**config.mk**
```make
export PLATFORM = sky130hd
export DESIGN_NAME = div_unit_flat
export DESIGN_NICKNAME = d
export VERILOG_FILES = /design/src/rtl/div_unit_pkg.sv /design/src/rtl/div_unit_if.sv /design/src/rtl/div_unit_step.sv /design/src/rtl/div_unit.sv /design/src/flat_wrapper.sv
export SDC_FILE = /design/constraint.sdc
export NUM_CORES = 1
export LEC_CHECK = 0
export BUFFER_PORTS_ARGS = -buffer_cell sky130_fd_sc_hd__buf_2
export CAP_MARGIN = 20
export CORE_MARGIN = 2
export CORE_UTILIZATION = 60
export CTS_BUF_LIST = sky130_fd_sc_hd__clkbuf_16
export DETAILED_ROUTE_END_ITERATION = 10
export PLACE_DENSITY_LB_ADDON = 0.08
export SYNTH_ARGS = -nofsm -noshare
export SYNTH_HDL_FRONTEND = slang
export SYNTH_SLANG_ARGS = --single-unit
```
**constraint.sdc**
```tcl
create_clock -name clk -period 6.9 [get_ports clk]
set_input_delay 1.38 -clock clk [delete_from_list [all_inputs] [get_ports clk]]
set_output_delay 1.38 -clock clk [all_outputs]
set_load 0.005 [all_outputs]
```
**src/rtl/div_unit_pkg.sv**
```systemverilog
// Shared definitions for the iterative divider: FSM state encodings and handshake levels.
// The DIV_EARLY_OUT_EN macro adds the DivEarly state for the short-dividend path.
package div_unit_pkg;

  typedef enum logic [2:0] {
    DivFree   = 3'd0,
    DivByZero = 3'd1,
    DivOn     = 3'd2,
    DivEnd    = 3'd3
`ifdef DIV_EARLY_OUT_EN
    , DivEarly  = 3'd4
`endif
  } div_state_e;

  localparam logic DivResultReady    = 1'b1;
  localparam logic DivResultNotReady = 1'b0;
  localparam logic DivStart          = 1'b1;
  localparam logic DivStop           = 1'b0;

endpackage

```
**src/rtl/div_unit_if.sv**
```systemverilog
// EX <-> divider handshake bundle. master = EX stage, slave = div_unit.
interface div_unit_if #(
  parameter int WIDTH = 32
);
  logic                   signed_div_i;
  logic [WIDTH-1:0]       opdata1_i;
  logic [WIDTH-1:0]       opdata2_i;
  logic                   start_i;
  logic                   annul_i;
  logic [2*WIDTH-1:0]     result_o;
  logic                   ready_o;
  logic                   busy_o;

  modport master (
    output signed_div_i, opdata1_i, opdata2_i, start_i, annul_i,
    input  result_o, ready_o, busy_o
  );

  modport slave (
    input  signed_div_i, opdata1_i, opdata2_i, start_i, annul_i,
    output result_o, ready_o, busy_o
  );
endinterface

```
**src/rtl/div_unit_step.sv**
```systemverilog
// One restoring-division iteration: shift in the next dividend bit, trial-subtract the divisor.
module div_unit_step #(
  parameter int WIDTH = 32
) (
  input  logic [WIDTH-1:0] rem_i,
  input  logic             bit_i,
  input  logic [WIDTH-1:0] divisor_i,
  output logic [WIDTH-1:0] rem_o,
  output logic             q_o
);
  logic [WIDTH:0] shifted;
  logic [WIDTH:0] diff;

  // rem_i < divisor always holds, so diff fits WIDTH+1 bits with its MSB as the sign.
  assign shifted = {rem_i, bit_i};
  assign diff    = shifted - {1'b0, divisor_i};
  assign q_o     = ~diff[WIDTH];
  assign rem_o   = q_o ? diff[WIDTH-1:0] : shifted[WIDTH-1:0];
endmodule

```
**src/rtl/div_unit.sv**
```systemverilog
// Radix-2 restoring divider for DIV/DIVU; result {remainder, quotient}.
// Define DIV_EARLY_OUT_EN to finish in one step when |dividend| < |divisor|.
module div_unit
  import div_unit_pkg::*;
#(
  parameter int WIDTH = 32
) (
  input logic         clk,
  input logic         rst,
  div_unit_if.slave   bus
);
  localparam int CW = $clog2(WIDTH);

  div_state_e           state_q, state_d;
  logic [CW-1:0]        cnt_q, cnt_d;
  logic [WIDTH-1:0]     dividend_q, dividend_d;
  logic [WIDTH-1:0]     divisor_q, divisor_d;
  logic [WIDTH-1:0]     rem_q, rem_d;
  logic                 neg_quo_q, neg_quo_d;
  logic                 neg_rem_q, neg_rem_d;
  logic [2*WIDTH-1:0]   result_q, result_d;
  logic                 ready_q, ready_d;

  logic                 op1_neg, op2_neg;
  logic [WIDTH-1:0]     op1_mag, op2_mag;
  logic [WIDTH-1:0]     step_rem;
  logic                 step_q;
  logic [WIDTH-1:0]     quo_next;

  function automatic logic [WIDTH-1:0] cond_neg(input logic [WIDTH-1:0] v, input logic n);
    return n ? (~v + 1'b1) : v;
  endfunction

  assign op1_neg = bus.signed_div_i & bus.opdata1_i[WIDTH-1];
  assign op2_neg = bus.signed_div_i & bus.opdata2_i[WIDTH-1];
  assign op1_mag = cond_neg(bus.opdata1_i, op1_neg);
  assign op2_mag = cond_neg(bus.opdata2_i, op2_neg);

  // dividend_q doubles as the quotient shift register: dividend bits leave at the top,
  // quotient bits enter at the bottom.
  div_unit_step #(.WIDTH(WIDTH)) u_step (
    .rem_i     (rem_q),
    .bit_i     (dividend_q[WIDTH-1]),
    .divisor_i (divisor_q),
    .rem_o     (step_rem),
    .q_o       (step_q)
  );
  assign quo_next = {dividend_q[WIDTH-2:0], step_q};

  always_comb begin
    state_d    = state_q;
    cnt_d      = cnt_q;
    dividend_d = dividend_q;
    divisor_d  = divisor_q;
    rem_d      = rem_q;
    neg_quo_d  = neg_quo_q;
    neg_rem_d  = neg_rem_q;
    result_d   = result_q;
    ready_d    = ready_q;
    case (state_q)
      DivFree: begin
        if (bus.start_i == DivStart && !bus.annul_i) begin
          dividend_d = op1_mag;
          divisor_d  = op2_mag;
          rem_d      = '0;
          cnt_d      = '0;
          neg_quo_d  = op1_neg ^ op2_neg;
          neg_rem_d  = op1_neg;
          if (bus.opdata2_i == '0) begin
            state_d = DivByZero;
`ifdef DIV_EARLY_OUT_EN
          end else if (op1_mag < op2_mag) begin
            state_d = DivEarly;
`endif
          end else begin
            state_d = DivOn;
          end
        end
      end
      DivByZero: begin
        if (bus.annul_i) begin
          state_d = DivFree;
        end else begin
          state_d  = DivEnd;
          result_d = '0;
          ready_d  = DivResultReady;
        end
      end
`ifdef DIV_EARLY_OUT_EN
      DivEarly: begin
        if (bus.annul_i) begin
          state_d = DivFree;
        end else begin
          state_d  = DivEnd;
          result_d = {cond_neg(dividend_q, neg_rem_q), {WIDTH{1'b0}}};
          ready_d  = DivResultReady;
        end
      end
`endif
      DivOn: begin
        if (bus.annul_i) begin
          state_d = DivFree;
        end else begin
          rem_d      = step_rem;
          dividend_d = quo_next;
          cnt_d      = cnt_q + 1'b1;
          if (cnt_q == CW'(WIDTH - 1)) begin
            state_d  = DivEnd;
            result_d = {cond_neg(step_rem, neg_rem_q), cond_neg(quo_next, neg_quo_q)};
            ready_d  = DivResultReady;
          end
        end
      end
      DivEnd: begin
        if (bus.start_i == DivStop || bus.annul_i) begin
          state_d = DivFree;
          ready_d = DivResultNotReady;
        end
      end
      default: begin
        state_d = DivFree;
        ready_d = DivResultNotReady;
      end
    endcase
  end

  always_ff @(posedge clk or posedge rst) begin
    if (rst) begin
      state_q    <= DivFree;
      cnt_q      <= '0;
      dividend_q <= '0;
      divisor_q  <= '0;
      rem_q      <= '0;
      neg_quo_q  <= 1'b0;
      neg_rem_q  <= 1'b0;
      result_q   <= '0;
      ready_q    <= DivResultNotReady;
    end else begin
      state_q    <= state_d;
      cnt_q      <= cnt_d;
      dividend_q <= dividend_d;
      divisor_q  <= divisor_d;
      rem_q      <= rem_d;
      neg_quo_q  <= neg_quo_d;
      neg_rem_q  <= neg_rem_d;
      result_q   <= result_d;
      ready_q    <= ready_d;
    end
  end

  // ready_q is set exactly when END is entered, so END never contributes to the stall.
  assign bus.busy_o   = (state_q != DivFree) && (state_q != DivEnd);
  assign bus.ready_o  = ready_q;
  assign bus.result_o = result_q;
endmodule
```
**src/flat_wrapper.sv**
```systemverilog
// flat-port wrapper written by rule: the top's interface ports become plain ports
module div_unit_flat import div_unit_pkg::*;
#(
  parameter int WIDTH = 32
)
  (clk, rst, bus_signed_div_i, bus_opdata1_i, bus_opdata2_i, bus_start_i, bus_annul_i, bus_result_o, bus_ready_o, bus_busy_o);
  div_unit_if #(.WIDTH(WIDTH)) bus_i ();
  input logic clk;
  input logic rst;
  input wire logic [$bits(bus_i.signed_div_i)-1:0] bus_signed_div_i;
  input wire logic [$bits(bus_i.opdata1_i)-1:0] bus_opdata1_i;
  input wire logic [$bits(bus_i.opdata2_i)-1:0] bus_opdata2_i;
  input wire logic [$bits(bus_i.start_i)-1:0] bus_start_i;
  input wire logic [$bits(bus_i.annul_i)-1:0] bus_annul_i;
  output wire logic [$bits(bus_i.result_o)-1:0] bus_result_o;
  output wire logic [$bits(bus_i.ready_o)-1:0] bus_ready_o;
  output wire logic [$bits(bus_i.busy_o)-1:0] bus_busy_o;
  assign bus_i.signed_div_i = bus_signed_div_i;
  assign bus_i.opdata1_i = bus_opdata1_i;
  assign bus_i.opdata2_i = bus_opdata2_i;
  assign bus_i.start_i = bus_start_i;
  assign bus_i.annul_i = bus_annul_i;
  assign bus_result_o = bus_i.result_o;
  assign bus_ready_o = bus_i.ready_o;
  assign bus_busy_o = bus_i.busy_o;
  div_unit #(.WIDTH(WIDTH)) u_core (.clk(clk), .rst(rst), .bus(bus_i));
endmodule
```
==> results of run 1 <==
-- routing by layer --
metal  wire [microns]  global-route usage (%)  vias to the layer above
li1                 -                       -                     5537
met2            14700                    46.8                      431
met4              602                    8.73                        0
met5                0                       0                        -
met1            15800                    48.6                     5410
met3             2660                    5.89                       40
-- registers in the layout (all words and copies together), names as in the netlist --
register,flops
u_core.bus.ready_o,1
u_core.divisor_q,32
u_core.state_q,2
u_core.rem_q,32
u_core.neg_rem_q,1
u_core.bus.result_o,64
u_core.dividend_q,32
u_core.neg_quo_q,1
u_core.cnt_q,5
-- worst paths after layout --
check | start | to | slack (ns) | cells after the start
min in group asynchronous | rst | u_core.bus.result_o[13] | 1.13 | 2
worst min-delay path | u_core.bus.result_o[13] | u_core.bus.result_o[13] | 0.48 | 2
worst min register to register | u_core.bus.result_o[13] | u_core.bus.result_o[13] | 0.48 | 2
max in group asynchronous | rst | u_core.rem_q[13] | 4.28 | 3
worst max-delay path | u_core.dividend_q[31] | u_core.bus.result_o[28] | 1.66 | 19
worst max register to register | u_core.dividend_q[31] | u_core.bus.result_o[28] | 1.66 | 19
-- stage by stage --
step / setup WS (ns) / hold WS (ns) / instance area (sq um)
global route: 1.12 / 0.502 / 13500
CTS: 1.71 / 0.482 / 13500
floorplan: 0.917 / 0.450 / 12100
global placement: 1.94 / 0.455 / 12900
finish: 1.66 / 0.476 / 13500
detailed placement: 1.81 / 0.466 / 12900
-- logic make-up after synthesis --
family	Yosys count	share of synthesized area [%]
muxes	31	2.60
buffers and inverters	137	4.34
DFF	170	35.3
adders and majority gates	43	4.52
and+or+nand+nor	496	19.3
AOI/OAI and AO/OA	475	23.5
xor gates and xnor gates	144	10.5
-- Yosys cell counts (7+ instances only) --
cell      instances  area (sq um)
o21a_1            9          67.6
a21oi_1         107           536
and2_1           13          81.3
o31ai_1          30           225
mux2i_1          28           280
nor4_1           16           100
or4_1            13          97.6
ha_1             42           526
a211oi_1          9          67.6
a21o_1           13          97.6
xor2_1           79           692
nand3_1          53           265
nand4_1           8          50.1
nor2_1           87           327
clkbuf_1         65           244
a31oi_1           8          50.1
buf_2             7          35.0
or3_1            17           106
o41ai_1          19           166
dfrtp_1         170          4250
nor3_1           32           160
o21ai_0         222          1110
inv_1            59           221
xnor2_1          65           569
nand2_1         215           807
o211ai_1          8          60.1
-- where the power goes --
part,internal [uW],switching (uW),leakage (uW)
Sequential,1250,365,0.00224
Clock,520,469,0.000287
Combinational,1670,2870,0.00357
-- layout make-up --
class	count	area, sq um	share of cell area [%]
Timing Repair Buffer	145	773	5.73
Inverter	60	230	1.70
Sequential cell	170	4250	31.5
Multi-Input combinational cell	1189	7310	54.1
Tap cell	265	332	2.46
Clock buffer	17	425	3.15
Clock inverter	15	181	1.34
-- worst min-delay path: stages, from the launching register on --
cell	delay, ns
dfrtp_1	0.34
nand2_1	0.04
o21ai_0	0.06
-- placed cells by master (no fill, tap or decap), types with 8 or more instances in the layout --
master	instances
xnor2_1	65
nor2_1	85
a31oi_1	8
o21a_1	9
nor3_1	32
and2_1	13
o41ai_1	19
o31ai_1	30
buf_2	134
mux2i_1	28
a21o_1	13
ha_1	42
inv_1	58
a211oi_1	9
o21ai_0	221
nor4_1	16
o211ai_1	8
or4_1	13
nand2_1	214
nand4_1	8
buf_4	10
nand3_1	52
dfrtp_1	170
clkbuf_16	17
a21oi_1	107
xor2_1	79
or3_1	17
==> key figures, run 1 <==
Route
  – First drt pass iteration count: 6
  – Routed vias/inst: 6.14
  – DRC: 0
  – Total Wirelength: 33800 microns
  – Vias: approximately 11k
  – Antenna-violating nets left: 0
  – Wirelength per Cell: around 18 microns
  – Iteration-0 DRC Markers: roughly 1k

Flow run
  – Max Cap Violations: 0

Clocking
  – CTS sink count: 170
  – CTS H-tree depth: 4
  – Post-CTS Resized: 0
  – Buffers from clock root to sink, at most: 2
  – Root Driver: clkbuf_16
  – Total CTS buffers: 17
  – Later-pin clock latency in the skew report: 0.44 ns
  – TritonCTS clock tree: done
  – Setup bufs post-CTS: 0
  – Clock-pin slew on the worst setup and hold paths: 0.08 ns
  – CTS Hold Bufs: 0

Placed design
  – DP Cell Count: 1828
  – Routability cong.: about 0.94
  – Hpwl dp: ~25000 microns
  – IO Port Bufs: roughly 130

Worst setup path
  – Largest stage delay, worst path: ~0.47 ns
  – Crit end category: register
  – Setup CP Type: reg2reg
  – CP delay by family, top: compound AO/OA/AOI/OAI gates
  – CP Launch Type: register
  – Maximum net fanout on the critical path: 27
  – CP max stage cell: nor3_2
  – CP cell instances: inv_1 > ha_1 > inv_1 > fa_1 > a211oi_1 > nor3_1 > o21ai_1 > a21oi_1 > nor3_2 > nor2_4 > inv_1 > buf_4 > ha_1 > nand3_1 > o31ai_1 > nand2_1 > a21oi_1 > xor2_1 > o21ai_0
  – Arr. time, crit path: roughly 5.5 ns
  – Buf/Inv on CP: 4
  – Most frequent CP cell: inv_1
  – CP required: roughly 7 ns

Final layout
  – # diodes: 0
  – Final net count: about 1.7k
  – Final cell count without fillers: roughly 1.9k
  – Fraction of layout cells with a size suffix above 1: 12.8%
  – Fill cells: approximately 1.7k
  – Layout Area Growth over Synthesis: 12.0%
  – Layout Utilization: 68.9%

Power and ir drop
  – Total power: approximately 7100 uW
  – Worst VDD drop: around 0.32 mV
  – Lkg Pwr: roughly 0.0061 uW
  – Power Dens Cells: approximately 530 nW/um^2

Floorplan
  – Die Width: between 100 and 150 microns
  – Io pins: roughly 140
  – Die area: about 21000 sq um
  – Rows: between 50 and 60
  – Die height: around 150 microns
  – Core Area: 19600 sq um
  – Starting Density: about three fifths

STA
  – Final hold viol count: 0
  – Max Clk Rate: between 0.15 and 0.2 GHz
  – Slew headroom: 35.5%
  – Pins over their slew limit: 0
  – Fin Clk Skew: 0.0133 ns
  – Least-Margin Pin Slew: ~0.96 ns
  – Final setup vio count: 0
  – Final setup TNS: 0 ns
  – Unrepaired setup endpoints after global routing: no
  – Fin crit share: around three quarters
  – Tmin final: 5.24 ns

Logic synthesis
  – Syn Nets: around 1.6k
  – Number of enable flip-flop cells after synthesis: 0
  – Ys flop type: dfrtp_1
  – Register bit total from synthesis: between 150 and 200
  – Async SR Flop Fraction: between 90% and 100%
  – Synthesized instance count: ~1.5k
  – YS warnings: 0
  – Avg Inst Size Synth: 8.06 sq um
  – Yosys cell types: 76
  – Synthesized cell area: approximately 12000 sq um
  – Register area share after synthesis: 35.3%

Global routing
  – Vias in the first global route: 10.4k
  – Pin count of the biggest net entering global routing: 106
  – GRT Util Overall: 32.0%
  – First-pass GRT wire length: roughly 55000 microns
  – Initial antenna violation count: 0
  – Total gr overflow: 0

Run status
  – Status: finished clean

Min path
  – Min-delay worst type: reg2reg
No activity file was read; power rests on OpenSTA's default activity.
==> run 2: changes to the inputs <==
==> constraint.sdc (replaced) <==
create_clock -name clk -period 5 [get_ports clk]
set_input_delay 1 -clock clk [delete_from_list [all_inputs] [get_ports clk]]
set_output_delay 1 -clock clk [all_outputs]
set_load 0.005 [all_outputs]
==> run 2 against run 1 <==
Against the previous run: sequential share of layout area is essentially flat; combinational power up 39%; via count increased by 0.76%; register-to-register slack lost 1.2 ns; sequential power up 39%; die area did not move; first-iteration DRC count grew 14%; design area rose by 0.14%.
==> key figures, run 2 (synthesis results as in run 1) <==
Global routing
  – Vias in the first global route: 10.5k (was 10.4k)
  – Total gr overflow: 0 (unchanged)
  – Initial antenna violation count: 0 (unchanged)
  – GRT Util Overall: 32.2% (was 32.0%)
  – First-pass GRT wire length: 55400 microns (was 54800 microns)
  – Pin count of the biggest net entering global routing: 171 (was 106)

Min path
  – Hold Path Cell Cnt: 2 (unchanged)
  – Worst Hold Endpoint: u_core.bus.result_o[13] (unchanged)
  – Min-delay worst type: reg2reg (unchanged)
  – Hold Crit Start: u_core.bus.result_o[13] (unchanged)

Floorplan
  – Die Width: 146 microns (unchanged)
  – Starting Density: 61.6% (unchanged)
  – Die height: 146 microns (unchanged)
  – Core Area: 19600 sq um (unchanged)
  – Io pins: 135 (unchanged)
  – Die area: 21200 sq um (unchanged)
  – Rows: 51 (unchanged)

Clocking
  – Setup bufs post-CTS: 0 (unchanged)
  – TritonCTS clock tree: done (unchanged)
  – Buffers from clock root to sink, at most: 2 (unchanged)
  – Root Driver: clkbuf_16 (unchanged)
  – CTS Hold Bufs: 0 (unchanged)
  – Clock-pin slew on the worst setup and hold paths: 0.07 ns (was 0.08 ns)
  – Total CTS buffers: 17 (unchanged)
  – Post-CTS Resized: 0 (unchanged)
  – CTS H-tree depth: 4 (unchanged)
  – Later-pin clock latency in the skew report: 0.44 ns (about the same)
  – CTS sink count: 170 (unchanged)

Final layout
  – Layout Area Growth over Synthesis: 12.2% (was 12.0%)
  – Post-route cell area: 13500 sq um (about the same)
  – Most frequent cells in the layout: 221 x o21ai_0, 214 x nand2_1, 170 x dfrtp_1, 134 x buf_2, 107 x a21oi_1 (unchanged)
  – # diodes: 0 (unchanged)
  – Final net count: 1700 (was 1695)
  – Max reg flops: 64 (unchanged)
  – Fraction of layout cells with a size suffix above 1: 13.1% (was 12.8%)
  – Commonest non-fill, non-tap cell in the layout: o21ai_0 (unchanged)

STA
  – Fin Clk Skew: 0.0102 ns (was 0.0133 ns)
  – Tmin final: 4.50 ns (was 5.24 ns)
  – Final setup TNS: 0 ns (unchanged)
  – Slew headroom: 26.9% (was 35.5%)
  – Unrepaired setup endpoints after global routing: no (unchanged)
  – Fin crit share: 90.0% (was 75.9%)
  – Final setup vio count: 0 (unchanged)
  – Least-Margin Pin Slew: 1.10 ns (was 0.959 ns)
  – Final hold viol count: 0 (unchanged)
  – Pins over their slew limit: 0 (unchanged)
  – Max Clk Rate: 0.222 GHz (was 0.191 GHz)

Worst setup path
  – Arr. time, crit path: 4.80 ns (was 5.53 ns)
  – Setup CP Type: reg2reg (unchanged)
  – CP required: 5.30 ns (was 7.19 ns)
  – Crit end category: register (unchanged)
  – RR Endpoint: u_core.bus.result_o[63] (was u_core.bus.result_o[28])
  – Register-to-Register Path Depth: 15 (was 19)
  – CP Launch Type: register (unchanged)
  – Reg-to-reg slack, setup: 0.50 ns (was 1.66 ns)
  – Worst reg2reg startpoint: u_core.dividend_q[31] (unchanged)
  – Maximum net fanout on the critical path: 7 (was 27)

Route
  – First drt pass iteration count: 6 (unchanged)
  – Iteration-0 DRC Markers: 1146 (was 1005)
  – Antenna-violating nets left: 0 (unchanged)
  – Routed vias/inst: 6.17 (was 6.14)
  – DRC: 0 (unchanged)
  – Wirelength per Cell: 18.4 microns (was 18.2 microns)
  – Total Wirelength: 34200 microns (was 33800 microns)
  – Vias: 11.5k (was 11.4k)

Flow run
  – Max Cap Violations: 0 (unchanged)

Placed design
  – Hpwl dp: 25800 microns (was 25300 microns)
  – Routability cong.: 0.945 (was 0.938)
  – Area after DPL: 12900 sq um (about the same)
  – IO Port Bufs: 134 (unchanged)

Run status
  – Status: finished clean (unchanged)

Power and ir drop
  – Worst VDD drop: 0.414 mV (was 0.323 mV)
  – Lkg Pwr: 0.00612 uW (was 0.00610 uW)
  – Power Dens Cells: 731 nW/um^2 (was 529 nW/um^2)
[run 2: cell count changes in the layout (fill, tap and decap cells not counted)]
cell      delta
buf_12       +2
clkinv_4     +1
buf_16       -1
inv_6        -1
inv_1        +1
buf_4        +4
clkinv_8     -2
clkinv_2     +1
[run 2: worst max-delay path by stage]
| stage | from | end | slack [ns] | cells past startpoint |
|---|---|---|---|---|
| 2_1_floorplan | u_core.dividend_q[31] | u_core.bus.result_o[28] | 0.56 | 21 |
| 3_3_place_gp | bus_opdata1_i[10] | u_core.dividend_q[29] | 0.75 | 11 |
| 3_5_place_dp | u_core.dividend_q[31] | u_core.bus.result_o[63] | 0.64 | 17 |
| 4_1_cts | u_core.dividend_q[31] | u_core.bus.result_o[63] | 0.60 | 17 |
| 5_1_grt | u_core.dividend_q[31] | u_core.bus.result_o[28] | 0.12 | 18 |
| 6_report | u_core.dividend_q[31] | u_core.bus.result_o[63] | 0.50 | 15 |
[run 2: per-stage QoR]
stage                     util (%)  instances  total power (uW)  hold slack (ns)  worst slack (ns)
after global placement        66.1       1834              8290            0.456             0.750
after global routing          69.0       1866             10600            0.498             0.117
final                         69.0       1866              9890            0.474             0.498
after CTS                     69.0       1866              9740            0.479             0.596
after detailed placement      66.1       1834              8390            0.465             0.639
after floorplan                  -       1496              6750            0.450             0.562
[run 2: final cells by class]
type	instances	area (sq um)
well taps	265	332
flip-flops and latches	170	4250
multi-input cells	1189	7310
clock buffers	17	425
inverters	60	229
clock inverters	15	159
repair buffers	150	816
fillers	1676	6070
[run 2: worst max-delay path: stages (launching register included)]
cell	delay [ns]
dfrtp_1	0.47
inv_1	0.10
ha_1	0.17
inv_1	0.05
fa_1	0.43
a211oi_1	0.30
o21ai_0	0.25
a21oi_1	0.31
xnor2_1	0.19
a221oi_1	0.48
nand3_1	0.23
nor4_2	0.37
o211ai_1	0.28
o41ai_1	0.48
xor2_1	0.17
o21ai_0	0.08
[run 2: power breakdown]
group          internal (uW)  switching (uW)  total [uW]
Clock                    706             617        1320
Sequential              1730             522        2250
Combinational           2340            3970        6310
Total                   4780            5110        9890
[run 2: routing by layer]
metal | share of wire, % | track usage [%]
met1 | 47 | 48.8
met2 | 44 | 47.6
met3 | 8.0 | 5.77
met4 | 1.8 | 8.33
met5 | 0 | 0
